$ cat config.mk
export PLATFORM = sky130hd
export DESIGN_NAME = ex_mem_reg
export DESIGN_NICKNAME = d
export VERILOG_FILES = /design/src/rtl/riscv_uop_pkg.sv /design/src/rtl/pipe_skid_buf.sv /design/src/rtl/ex_mem_reg.sv
export SDC_FILE = /design/constraint.sdc
export NUM_CORES = 1
export LEC_CHECK = 0
export ABC_AREA = 1
export BUFFER_PORTS_ARGS = -buffer_cell sky130_fd_sc_hd__buf_2
export CAP_MARGIN = 20
export CORE_AREA = 4 4 109 111
export CTS_CLUSTER_DIAMETER = 30
export DETAILED_ROUTE_END_ITERATION = 7
export DIE_AREA = 0 0 113 115
export PLACE_DENSITY = 0.73
export SLEW_MARGIN = 15
export SYNTH_ARGS = -nofsm -noshare
export SYNTH_HDL_FRONTEND = slang
export SYNTH_SLANG_ARGS = --single-unit
$ cat constraint.sdc
create_clock -name i_clk -period 1.05 [get_ports i_clk]
set_input_delay 0.1575 -clock i_clk [delete_from_list [all_inputs] [get_ports i_clk]]
set_output_delay 0.1575 -clock i_clk [all_outputs]
set_load 0.005 [all_outputs]
$ cat src/rtl/riscv_uop_pkg.sv
// rtl/riscv_uop_pkg.sv - EX/MEM uop types, payload layout and load classifier
package riscv_uop_pkg;

    localparam int UOP_XLEN    = 32;
    localparam int UOP_RADDR_W = 5;

    // Memory operation carried by a uop into the MEM stage
    typedef enum logic [3:0] {
        MEM_NONE = 4'd0,
        MEM_LB   = 4'd1,
        MEM_LH   = 4'd2,
        MEM_LW   = 4'd3,
        MEM_LBU  = 4'd4,
        MEM_LHU  = 4'd5,
        MEM_SB   = 4'd6,
        MEM_SH   = 4'd7,
        MEM_SW   = 4'd8
    } mem_op_t;

    // Entry held at the EX->MEM boundary
    typedef struct packed {
        logic [UOP_XLEN-1:0]    alu_result;
        logic [UOP_XLEN-1:0]    store_data;
        logic [UOP_XLEN-1:0]    pc;
        logic [UOP_RADDR_W-1:0] rd_addr;
        logic                   rd_we;
        mem_op_t                mem_op;
    } ex_mem_payload_t;

    // Occupancy of the two-entry skid buffer
    typedef enum logic [1:0] {
        SK_EMPTY = 2'b00,
        SK_ONE   = 2'b01,
        SK_FULL  = 2'b10
    } skid_state_t;

    function automatic logic is_load(input mem_op_t op);
        return (op == MEM_LB) || (op == MEM_LH) || (op == MEM_LW) ||
               (op == MEM_LBU) || (op == MEM_LHU);
    endfunction

endpackage

$ cat src/rtl/pipe_skid_buf.sv
// rtl/pipe_skid_buf.sv - valid/ready pipeline register, optional 2-entry skid (EX_MEM_SKID_EN)
module pipe_skid_buf
    import riscv_uop_pkg::*;
#(
    parameter int W = 8
) (
    input  logic         clk,
    input  logic         rst,
    input  logic         flush,
    input  logic         in_valid,
    output logic         in_ready,
    input  logic [W-1:0] in_data,
    output logic         out_valid,
    input  logic         out_ready,
    output logic [W-1:0] out_data
);

`ifdef EX_MEM_SKID_EN

    skid_state_t  state;
    logic [W-1:0] head_q;
    logic [W-1:0] skid_q;
    logic         ready_q;
    logic         in_fire;
    logic         out_fire;

    // Ready comes straight from a flop so the upstream stage never sees a
    // combinational path from out_ready.
    assign in_ready  = ready_q;
    assign out_valid = (state == SK_ONE) || (state == SK_FULL);
    assign out_data  = head_q;
    assign in_fire   = in_valid & ready_q;
    assign out_fire  = out_valid & out_ready;

    // Occupancy FSM: head always holds the oldest entry, skid the younger one
    always_ff @(posedge clk) begin
        if (rst) begin
            state   <= SK_EMPTY;
            head_q  <= '0;
            skid_q  <= '0;
            ready_q <= 1'b1;
        end else if (flush) begin
            state   <= SK_EMPTY;
            ready_q <= 1'b1;
        end else begin
            case (state)
                SK_EMPTY: begin
                    if (in_fire) begin
                        head_q <= in_data;
                        state  <= SK_ONE;
                    end
                end
                SK_ONE: begin
                    if (in_fire && out_fire) begin
                        head_q <= in_data;
                    end else if (in_fire) begin
                        skid_q  <= in_data;
                        state   <= SK_FULL;
                        ready_q <= 1'b0;
                    end else if (out_fire) begin
                        state <= SK_EMPTY;
                    end
                end
                SK_FULL: begin
                    if (out_fire) begin
                        head_q  <= skid_q;
                        state   <= SK_ONE;
                        ready_q <= 1'b1;
                    end
                end
                default: begin
                    state   <= SK_EMPTY;
                    ready_q <= 1'b1;
                end
            endcase
        end
    end

    // A capture while both slots are occupied would overwrite an entry
    no_capture_in_full: assert property (@(posedge clk) disable iff (rst)
        !((state == SK_FULL) && in_fire));

`else

    logic         valid_q;
    logic [W-1:0] data_q;

    // Single slot: it can refill in the same edge that MEM drains it
    assign in_ready  = !valid_q | out_ready;
    assign out_valid = valid_q;
    assign out_data  = data_q;

    // Load on every ready cycle; an empty offer simply leaves the slot empty
    always_ff @(posedge clk) begin
        if (rst) begin
            valid_q <= 1'b0;
            data_q  <= '0;
        end else if (flush) begin
            valid_q <= 1'b0;
        end else if (in_ready) begin
            valid_q <= in_valid;
            if (in_valid) begin
                data_q <= in_data;
            end
        end
    end

`endif

endmodule

$ cat src/rtl/ex_mem_reg.sv
// rtl/ex_mem_reg.sv - EX->MEM pipeline boundary with forwarding; EX_MEM_SKID_EN selects 2-entry skid
module ex_mem_reg
    import riscv_uop_pkg::*;
#(
    parameter int XLEN    = UOP_XLEN,
    parameter int RADDR_W = UOP_RADDR_W
) (
    input  logic                i_clk,
    input  logic                i_rst,
    input  logic                i_ex_valid,
    output logic                o_ex_ready,
    input  logic [XLEN-1:0]     i_alu_result,
    input  logic [XLEN-1:0]     i_store_data,
    input  logic [XLEN-1:0]     i_pc,
    input  logic [RADDR_W-1:0]  i_rd_addr,
    input  logic                i_rd_we,
    input  mem_op_t             i_mem_op,
    input  logic                i_flush,
    output logic                o_mem_valid,
    input  logic                i_mem_ready,
    output ex_mem_payload_t     o_mem_payload,
    output logic                o_fwd_valid,
    output logic [RADDR_W-1:0]  o_fwd_rd,
    output logic [XLEN-1:0]     o_fwd_data
);

    ex_mem_payload_t in_payload;
    ex_mem_payload_t head;

    // Pack the EX uop; x0 is hardwired so a write to it is dropped here
    always_comb begin
        in_payload            = '0;
        in_payload.alu_result = i_alu_result;
        in_payload.store_data = i_store_data;
        in_payload.pc         = i_pc;
        in_payload.rd_addr    = i_rd_addr;
        in_payload.rd_we      = i_rd_we & (i_rd_addr != '0);
        in_payload.mem_op     = i_mem_op;
    end

    pipe_skid_buf #(
        .W($bits(ex_mem_payload_t))
    ) u_buf (
        .clk      (i_clk),
        .rst      (i_rst),
        .flush    (i_flush),
        .in_valid (i_ex_valid),
        .in_ready (o_ex_ready),
        .in_data  (in_payload),
        .out_valid(o_mem_valid),
        .out_ready(i_mem_ready),
        .out_data (head)
    );

    assign o_mem_payload = head;

    // Load data is not known until MEM, so only ALU results are offered for bypass
    assign o_fwd_valid = o_mem_valid & head.rd_we & !is_load(head.mem_op);
    assign o_fwd_rd    = head.rd_addr;
    assign o_fwd_data  = head.alu_result;

endmodule

Word-level counts from Yosys, hierarchy flattened. Index checks and enable logic that the tools add are counted.

Register bits after elaboration: 107. Input port bits: 111. Output and inout bits: 146. Logic and storage cells: 21.

Equality and inequality tests: 5. Bitwise gates (word level): 5. Reduce and logical (&&, ||, !) cells: 9.

Operators with widths (number): == test 4 x 2 -> 1 bit, second input constant (2); == test 4 x 3 -> 1 bit, second input constant (2); nonzero test 5 bit (1); == test 4 x 1 -> 1 bit, second input constant (1); logical OR 1 bit (4); AND 1 bit (3); AND reduction 3 bit (1); zero test 1 bit (2); OR reduction 2 bit (1); inverter 1 bit (1); bitwise OR 1 bit (1).

Logic depth before layout (Yosys ltp).
Depth after elaboration: 7. Depth in mapped cells: 8.

Modules after synthesis. From an unflattened synthesis, not the netlist that was laid out.

Cells, all modules: 749. Area total of the unflattened synthesis: 5056.1 µm².

Modules (own cells, without submodules): pipe_skid_buf (times used 1, cells an instance 701, area an instance 4730.8 µm²); ex_mem_reg (times used 1, cells an instance 48, area an instance 325.3 µm²).

Worst setup path before layout. No wires, ideal clock.

Kind: register -> register. From: reg u_buf.valid_q (netlist: u_buf.out_valid). To: reg u_buf.data_q[76] (netlist: u_buf.out_data[76]). Setup time: 116 ps. Arrival: 988 ps. Path slack: -53 ps. Stages on the path, launching flop included: 8. Period minus slack after synthesis: 1103 ps. Cells stage by stage: dfxtp_1 nand2_2 nand2_4 inv_4 buf_6 buf_6 nor2_1 nor2_1.

Longest elaborated chain between the ends: 3.

Ends and longest elaborated chain: start, declared (RTL line pipe_skid_buf.sv:85) `logic valid_q;`; start signal, assigned (RTL line pipe_skid_buf.sv:101) `valid_q <= in_valid;`; zero test 1 bit (RTL line pipe_skid_buf.sv:89) `assign in_ready = !valid_q | out_ready;`; bitwise OR 1 bit (RTL line pipe_skid_buf.sv:89); net o_ex_ready (RTL line ex_mem_reg.sv:11) `output logic o_ex_ready,`; AND reduction 3 bit (no source line); end signal, assigned (RTL line pipe_skid_buf.sv:103) `data_q <= in_data;`; end, declared (RTL line pipe_skid_buf.sv:86) `logic [W-1:0] data_q;`.

The timed path passes the listed nets, and every way through them passes these cells. A chain may end at the register's enable or synchronous reset.

Worst setup path after layout.
From: reg u_buf.valid_q (netlist: u_buf.out_valid). To: out o_ex_ready.

Longest elaborated chain between the ends: 2.

Ends and longest elaborated chain (RTL line): zero test 1 bit (pipe_skid_buf.sv:89); bitwise OR 1 bit (pipe_skid_buf.sv:89); end, declared (ex_mem_reg.sv:11).

No other way between the ends.

==> impl_metrics.yaml <==
run_status:
  outcome: "complete, but fails checks"
  violations: "setup timing"
sta:
  drv_slew: 0
  finalSetupViolCount: 111
  tns_ps: -11760
  fin_crit_sh_pct: 121
  finalClockSkew_ps: 6.57
  relSlewSlack_pct: 83.1
  hold_viol: 0
  setup_slack_ps: -222
  rsz0062_at_grt: "yes"
  hold_slack_ps: 17.5
  worst_pin_slew_ps: 253
  finalCriticalPeriod_ps: 1270
  fmax_mhz: 786
clock_tree:
  clk_pin_slew_worst_paths_ps: 110
  insertion_delay_ps: 360
  cts_tree: "built"
  cts.sinks: 107
  clk_path_buf_depth: 2
  h-tree-depth: 3
  numCtsBuffers: 9
  cts_root_buffer: "clkbuf_8"
synthesis:
  synth_area_um2: 4030
  synth_fp_nets: 625
  yosys-top-cells-area: "dfxtp_1 (53%), nor2_1 (20%), o21ai_0 (12%)"
  yosysSeqAreaShare_pct: 53.1
  yosysTopAreaCellShare_pct: 53.1
  yosysTopAreaCell: "dfxtp_1"
  yosysUniqueCellTypes: 18
  syn_inst: 514
  syn_avg_cell_area_um2: 7.85
  yosysWarnings: 0
  ys_seq_elements: 107
layout:
  syn_to_final_growth_pct: 46.1
  antenna_cells: 0
  final_common_cell: "buf_2"
  final_area_um2: 5890
  finalNetCount: 849
  final_cell_mix: "buf_2 (249), nor2_1 (201), dfxtp_1 (63)"
  layout-drive-gt1-share_pct: 51.0
route:
  vias: 4041
  wire_per_inst_um: 14.5
  vias_per_cell: 4.58
  drc: 0
  routed_wirelength_um: 12800
  ant_nets: 0
  drtPass1Iterations: 4
  drt_iter0_drc: 328
placed_design:
  place_congestion: 0.777
  placed_area_um2: 5200
  pre_cts_ws_ps: -52.7
  hpwl_um: 8600
  io_buffers: 256
floorplanning:
  coreArea_um2: 10800
  die_h_um: 115
  die_area_um2: 13000
  start_util_pct: 37.4
  ios: 257
  row_count: 38
  die_width_um: 113
grt:
  grt.total_usage_pct: 17.8
  grt_pass1_wl_um: 18500
  grt_pass1_vias: 3725
  grt_max_degree: 55
  gr-total-overflow: 0
  antenna_found_initial: 0
power_and_ir_drop:
  ir_drop_mv: 0.620
  power_w: 0.00845
  p_leak_nw: 2.96
  pwr_density_cell_nw_per_um2: 1430
critical_path:
  crit_arrival_ps: 1110
  path_class: "flip-flop to primary output"
  startpoint_type: "flip-flop"
  cp-end-kind: "primary output"
  reg2reg_to: "u_buf.out_data[78]"
  r2r_start: "u_buf.out_valid"
  worstPathMaxFanout: 2
  regToRegSetupSlack_ps: -210
  crit_required_ps: 890
  reg2reg_depth: 7
worst_hold_path:
  hold_class: "primary input to flip-flop"
  min_from: "i_store_data[17]"
  hold_end: "u_buf.out_data[59]"
  min_path_cells: 3
job:
  maxCapViolations: 0
==> cells by family (layout without fill, tap and decap cells) <==
group	Yosys count	count (layout)	synth area share [%]
simple gates	222	222	21.2
compound gates	109	109	13.6
flops	107	107	53.1
buf+inv	76	305	12.1
==> final cells by class <==
class / instances / area, um2
Fill cell: 1031 / 4900
Timing Repair Buffer: 283 / 1780
Multi-Input combinational cell: 331 / 1530
Sequential cell: 107 / 2200
Inverter: 6 / 30.0
Clock inverter: 5 / 36.3
Tap cell: 140 / 175
Clock buffer: 11 / 141
==> state kept, by name (all words and copies together) (netlist names) <==
signal	count
u_buf.out_valid	1
u_buf.out_data	106
==> where the power goes <==
part	leakage, nW	internal (W)	switching (W)
clock	0.0941	0.000945	0.00141
combinational	1.97	0.000799	0.000765
sequential	0.899	0.00436	0.000169
total	2.96	0.00610	0.00234
==> what timing repair did <==
| action | 4_1_cts | 5_1_grt |
|---|---|---|
| setup endpoints to repair | 64 | 152 |
| resized for setup | 52 | 92 |
| hold buffers | 2 | 0 |
| pin swaps | 1 | 0 |
| cloned | 3 | 3 |
| buffers inserted | 3 | 4 |
| hold endpoints to repair | 1 | 0 |
==> synthesized netlist by cell type, drive strengths merged <==
master / instances
nor2: 214
dfxtp: 107
o21ai: 105
buf: 55
clkbuf: 15
nand2: 7
inv: 6
a21oi: 3
a211oi: 1
nand3b: 1
==> worst max path at each step <==
stage,end,startpoint
5_1_grt,o_fwd_valid,u_buf.out_data[1]
6_report,o_ex_ready,u_buf.out_valid
3_3_place_gp,u_buf.out_data[79],i_flush
2_1_floorplan,u_buf.out_data[76],u_buf.out_valid
3_5_place_dp,u_buf.out_data[66],i_flush
4_1_cts,o_fwd_valid,u_buf.out_data[1]
==> critical path, stage by stage, from the launching register on <==
cell     delay (ps)
dfxtp_2         360
buf_6           110
nand2_8          60
buf_6           120
buf_6           100
==> stage by stage <==
step                cells  util [%]
floorplan             514         -
global placement      852      48.2
detailed placement    852      48.2
CTS                   876      51.9
global route          883      54.6
finish                883      54.6
==> layer usage <==
| metal | vias up | track usage, % | routed length [um] |
|---|---|---|---|
| met5 | - | 0 | 0 |
| met4 | 0 | 7.29 | 248 |
| met3 | 18 | 5.89 | 1220 |
| met2 | 171 | 30.0 | 6080 |
| met1 | 1809 | 20.9 | 5280 |
| li1 | 2043 | - | - |
No activity file was read; power rests on OpenSTA's default activity.
